--- config.mk ---
export PLATFORM = sky130hd
export DESIGN_NAME = shift_register_n
export DESIGN_NICKNAME = d
export VERILOG_FILES = /design/src/rtl/shift_register_n.sv
export SDC_FILE = /design/constraint.sdc
export NUM_CORES = 1
export LEC_CHECK = 0
export BUFFER_PORTS_ARGS = -buffer_cell sky130_fd_sc_hd__buf_2
export CAP_MARGIN = 30
export CELL_PAD_IN_SITES_DETAIL_PLACEMENT = 0
export CELL_PAD_IN_SITES_GLOBAL_PLACEMENT = 1
export CORE_MARGIN = 4
export CORE_UTILIZATION = 43
export DETAILED_ROUTE_END_ITERATION = 10
export PLACE_DENSITY = 0.82
export SLEW_MARGIN = 20
export SYNTH_ARGS = -nofsm -noshare
export SYNTH_HDL_FRONTEND = slang
export SYNTH_SLANG_ARGS = --single-unit
--- constraint.sdc ---
create_clock -name clock -period 3.5 [get_ports clock]
set_input_delay 0.35 -clock clock [delete_from_list [all_inputs] [get_ports clock]]
set_output_delay 0.35 -clock clock [all_outputs]
set_load 0.03 [all_outputs]
--- src/rtl/shift_register_n.sv ---
// Parametrised multi-mode shift register: parallel load, rotates, logical/arithmetic/serial shifts.
// Single-cycle load; multi-step ops run one bit per clock behind a start/busy/done handshake.
module shift_register_n #(
  parameter int WIDTH = 8,
  parameter int CNT_W = 4
) (
  input  logic             clock,
  input  logic             reset,
  input  logic             start,
  input  logic [2:0]       op,
  input  logic [CNT_W-1:0] amount,
  input  logic [WIDTH-1:0] data_in,
  input  logic             serial_in,
  output logic [WIDTH-1:0] q_out,
  output logic             serial_out,
  output logic             busy,
  output logic             done
);

  typedef enum logic [2:0] {
    OP_LOAD = 3'b000,
    OP_ROR  = 3'b001,
    OP_LSR  = 3'b010,
    OP_ASR  = 3'b011,
    OP_ROL  = 3'b100,
    OP_LSL  = 3'b101,
    OP_SSR  = 3'b110,
    OP_SSL  = 3'b111
  } op_t;

  typedef enum logic {
    IDLE  = 1'b0,
    SHIFT = 1'b1
  } state_t;

  state_t           state;
  op_t              op_lat;
  logic [CNT_W-1:0] cnt;

  // Result is {bit leaving the register, next register value} for one step.
  function automatic logic [WIDTH:0] step_fn(input op_t o, input logic [WIDTH-1:0] v,
                                             input logic s);
    logic [WIDTH:0] r;
    case (o)
      OP_ROR:  r = {v[0], v[0], v[WIDTH-1:1]};
      OP_LSR:  r = {v[0], 1'b0, v[WIDTH-1:1]};
      OP_ASR:  r = {v[0], v[WIDTH-1], v[WIDTH-1:1]};
      OP_ROL:  r = {v[WIDTH-1], v[WIDTH-2:0], v[WIDTH-1]};
      OP_LSL:  r = {v[WIDTH-1], v[WIDTH-2:0], 1'b0};
      OP_SSR:  r = {v[0], s, v[WIDTH-1:1]};
      OP_SSL:  r = {v[WIDTH-1], v[WIDTH-2:0], s};
      default: r = {1'b0, v};
    endcase
    return r;
  endfunction

  always_ff @(posedge clock or posedge reset) begin
    if (reset) begin
      state      <= IDLE;
      op_lat     <= OP_LOAD;
      cnt        <= '0;
      q_out      <= '0;
      serial_out <= 1'b0;
      busy       <= 1'b0;
      done       <= 1'b0;
    end else begin
      done <= 1'b0;
      case (state)
        IDLE: begin
          if (start) begin
            if (op_t'(op) == OP_LOAD) begin
              q_out <= data_in;
              done  <= 1'b1;
            end else if (amount == '0) begin
              done <= 1'b1;
            end else begin
              op_lat <= op_t'(op);
              cnt    <= amount;
              busy   <= 1'b1;
              state  <= SHIFT;
            end
          end
        end
        SHIFT: begin
          {serial_out, q_out} <= step_fn(op_lat, q_out, serial_in);
          cnt <= cnt - 1'b1;
          // Last step: hand back to IDLE so the next start lands while done is high.
          if (cnt == CNT_W'(1)) begin
            busy  <= 1'b0;
            done  <= 1'b1;
            state <= IDLE;
          end
        end
        default: state <= IDLE;
      endcase
    end
  end

endmodule
==> results.cfg <==
[clock_network]
cts_root_buffer = clkbuf_4
cts_tree = yes
cts_sinks = 19
cts.reportedPaths.clkPinSlew_ns = 0.11
cts-htree-levels = 1
hold_buffers = 0
insertion_delay_ns = 0.29
post_cts_buffers = 0
max-clock-path-buffers = 2
cts-resized-gates = 0
cts_buffers = 3

[place]
port-buffer-count = 29
finalWeightedCongestion = 0.802
dp_cells = 173
dp_hpwl_mm = 2.09
pre_cts_slack_ns = 1.36

[timing]
fin_crit_sh_pct = 62.4
slew_viol_final = 0
worst_pin_slew_ns = 0.751
fin_setup_tns_ns = 0
max_slew_margin_pct = 49.9
finalSetupViolations = 0
setup_ws_ns = 1.31
rsz0062_at_grt = false
hold_slack_ns = 0.160
finalHoldViolCount = 0
skew_ns = 0.00161
period_needed_ns = 2.19
fmax_ghz = 0.458

[power]
ir_drop_v = 0.000549
p_switching_mw = 0.729
combPwrFrac_pct = 57.2
fin_total_pwr_mw = 1.51
clkPwrFrac_pct = 7.5
p_seq_share_pct = 35.3
power.internal_mw = 0.780
pwr_density_cell_nw_per_um2 = 1080
p_leak_nw = 0.677
switching_share_pct = 48.3

[cells_and_area]
fin_nets = 168
n_antenna_cell = 0
area_delta_synth_final_pct = 10.7
nFillCells = 283
final_layout_size_suffix_gt1_share_pct = 29.5
layout.cells.non_filler = 177

[synth]
synth_async_sr_flop_share_pct = 100
yosysMostFrequentCell = dfrtp_1
yosysWarningCount = 0
synth_cell_types = 37
ys_ff_latch = 19
ys_top_cells_by_count = 19 x dfrtp_1, 11 x nor2_1, 8 x inv_1, 8 x nand2_1
synth.area.top_cells = dfrtp_1 38%, a222oi_1 5.6%, a211oi_1 4.2%
synth_area_leader_cell = dfrtp_1
synth_nets = 142
syn_inst = 121
synthFlopType = dfrtp_1
synth_top_area_share_pct = 37.7
avgSynthCellArea_sq_um = 10.4
ys_seq_area_share_pct = 37.7
synthesis.area_sq_um = 1260
synth-edff-count = 0

[floorplan]
rows = 19
core_sq_um = 2780
die_area_sq_um = 3860
num_io_pins = 30
fp.dieH_um = 62.2
initial_core_util_pct = 45.3
die_w_um = 62.2

[flow_run]
drv_cap = 0

[route]
wire_per_inst_um = 15.9
drtPass1Iterations = 4
wl_mm = 2.81
vias = 1028
drc = 0
viasPerCell = 5.81
drtIter0Drc = 81
antenna_left = 0

[critical_path]
cp_slowest_stage_delay_ns = 0.85
crit_buf_inv = 1
critical_path.cell_chain = inv_1, a31oi_4, a41oi_2, mux2_4
cp_slowest_cell = dfrtp_1
worstPathArrival_ns = 2.38
start_kind = flip-flop
endpoint_kind = flip-flop
worst-r2r-setup-slack_ns = 1.31
cp_data_required_time_ns = 3.69
critPathTopFamily = flip-flops
path_max_fanout = 23
crit_type = reg -> reg

[global_route]
grt_first_pass_wirelength_mm = 5.03
first_global_vias = 1087
antenna_found_initial = 0
grt_max_degree = 24
grt-ovfl-total = 0
grt_usage_pct = 15.7

[min_path]
holdCritPathClass = in -> async

[run_status]
outcome = complete, no violations
==> worst paths after layout <==
check,cells past startpoint,start,end
worst max-delay path,4,state,q_out[7]
worst min-delay path,2,reset,serial_out
worst max register to register,4,state,q_out[7]
worst min register to register,1,busy,busy
max in group asynchronous,2,reset,q_out[7]
min in group clock,3,amount[3],cnt[3]
==> sequential cells by signal, summed over array words and instances (netlist names) <==
register / cells
busy: 1
cnt: 4
done: 1
op_lat: 3
q_out: 8
serial_out: 1
state: 1
==> power groups by stage <==
stage / sequential (mW) / clock [mW] / combinational (mW)
2_1_floorplan: 0.541 / 0 / 0.726
3_3_place_gp: 0.525 / 0 / 0.844
3_5_place_dp: 0.536 / 0 / 0.867
4_1_cts: 0.531 / 0.121 / 0.873
5_1_grt: 0.563 / 0.134 / 0.962
6_report: 0.533 / 0.113 / 0.863
==> worst register-to-register path: stages (launching register included) <==
cell	delay, ns
dfrtp_1	0.85
inv_1	0.35
a31oi_4	0.46
a41oi_2	0.09
mux2_4	0.34
==> cell usage in the layout, fill, tap and decap left out <==
cell type,count
buf_2,29
dfrtp_1,19
nor2_1,11
inv_1,8
nand2_1,8
a222oi_1,7
a211oi_1,7
a21o_1,7
a21oi_1,5
mux2_1,4
o21ai_1,4
mux2_4,3
clkbuf_4,3
nor3_4,2
nand2b_1,2
o21ai_0,2
o31a_1,2
nand3_1,2
xor2_1,2
ha_1,2
nor4_4,1
nor2b_4,1
and2b_1,1
nor3b_1,1
a221oi_1,1
mux2i_1,1
o22ai_1,1
a31oi_4,1
a41oi_2,1
a31oi_1,1
a221oi_2,1
mux2_2,1
nor2b_1,1
a221o_1,1
nor3_1,1
a22oi_1,1
clkbuf_1,1
==> per-layer routing <==
layer | GRT usage [%] | vias up | part of all wire (%)
met1 | 20.7 | 492 | 46
li1 | - | 507 | -
met5 | 0 | - | 0
met3 | 2.16 | 2 | 4.1
met2 | 26.0 | 27 | 49
met4 | 5.42 | 0 | 0.78
==> cells by family (layout without fill, tap and decap cells) <==
kind of cell,Yosys count,in the layout,share of synthesized area [%]
flip-flops,19,19,37.7
AND/OR/NAND/NOR,31,31,14.9
buffers and inverters,16,41,8.33
multiplexers,9,9,8.83
XOR/XNOR,2,2,1.39
adder cells (fa/ha/maj),2,2,1.98
AO/OA/AOI/OAI,42,42,26.9
==> final cells by class <==
| cell class | instances | area, sq um | area share (%) |
|---|---|---|---|
| Clock buffer | 4 | 26.3 | 1.88 |
| Inverter | 8 | 30.0 | 2.15 |
| Multi-Input combinational cell | 86 | 681 | 48.7 |
| Sequential cell | 19 | 475 | 34.1 |
| Tap cell | 31 | 38.8 | 2.78 |
| Timing Repair Buffer | 29 | 145 | 10.4 |
==> per-stage QoR <==
stage / util, % / cell area [sq um]
3_5_place_dp: 49.3 / 1370
3_3_place_gp: 49.3 / 1370
5_1_grt: 50.2 / 1400
2_1_floorplan: - / 1260
6_report: 50.2 / 1400
4_1_cts: 50.2 / 1400
Note: power is estimated with default switching activity, not from simulation.
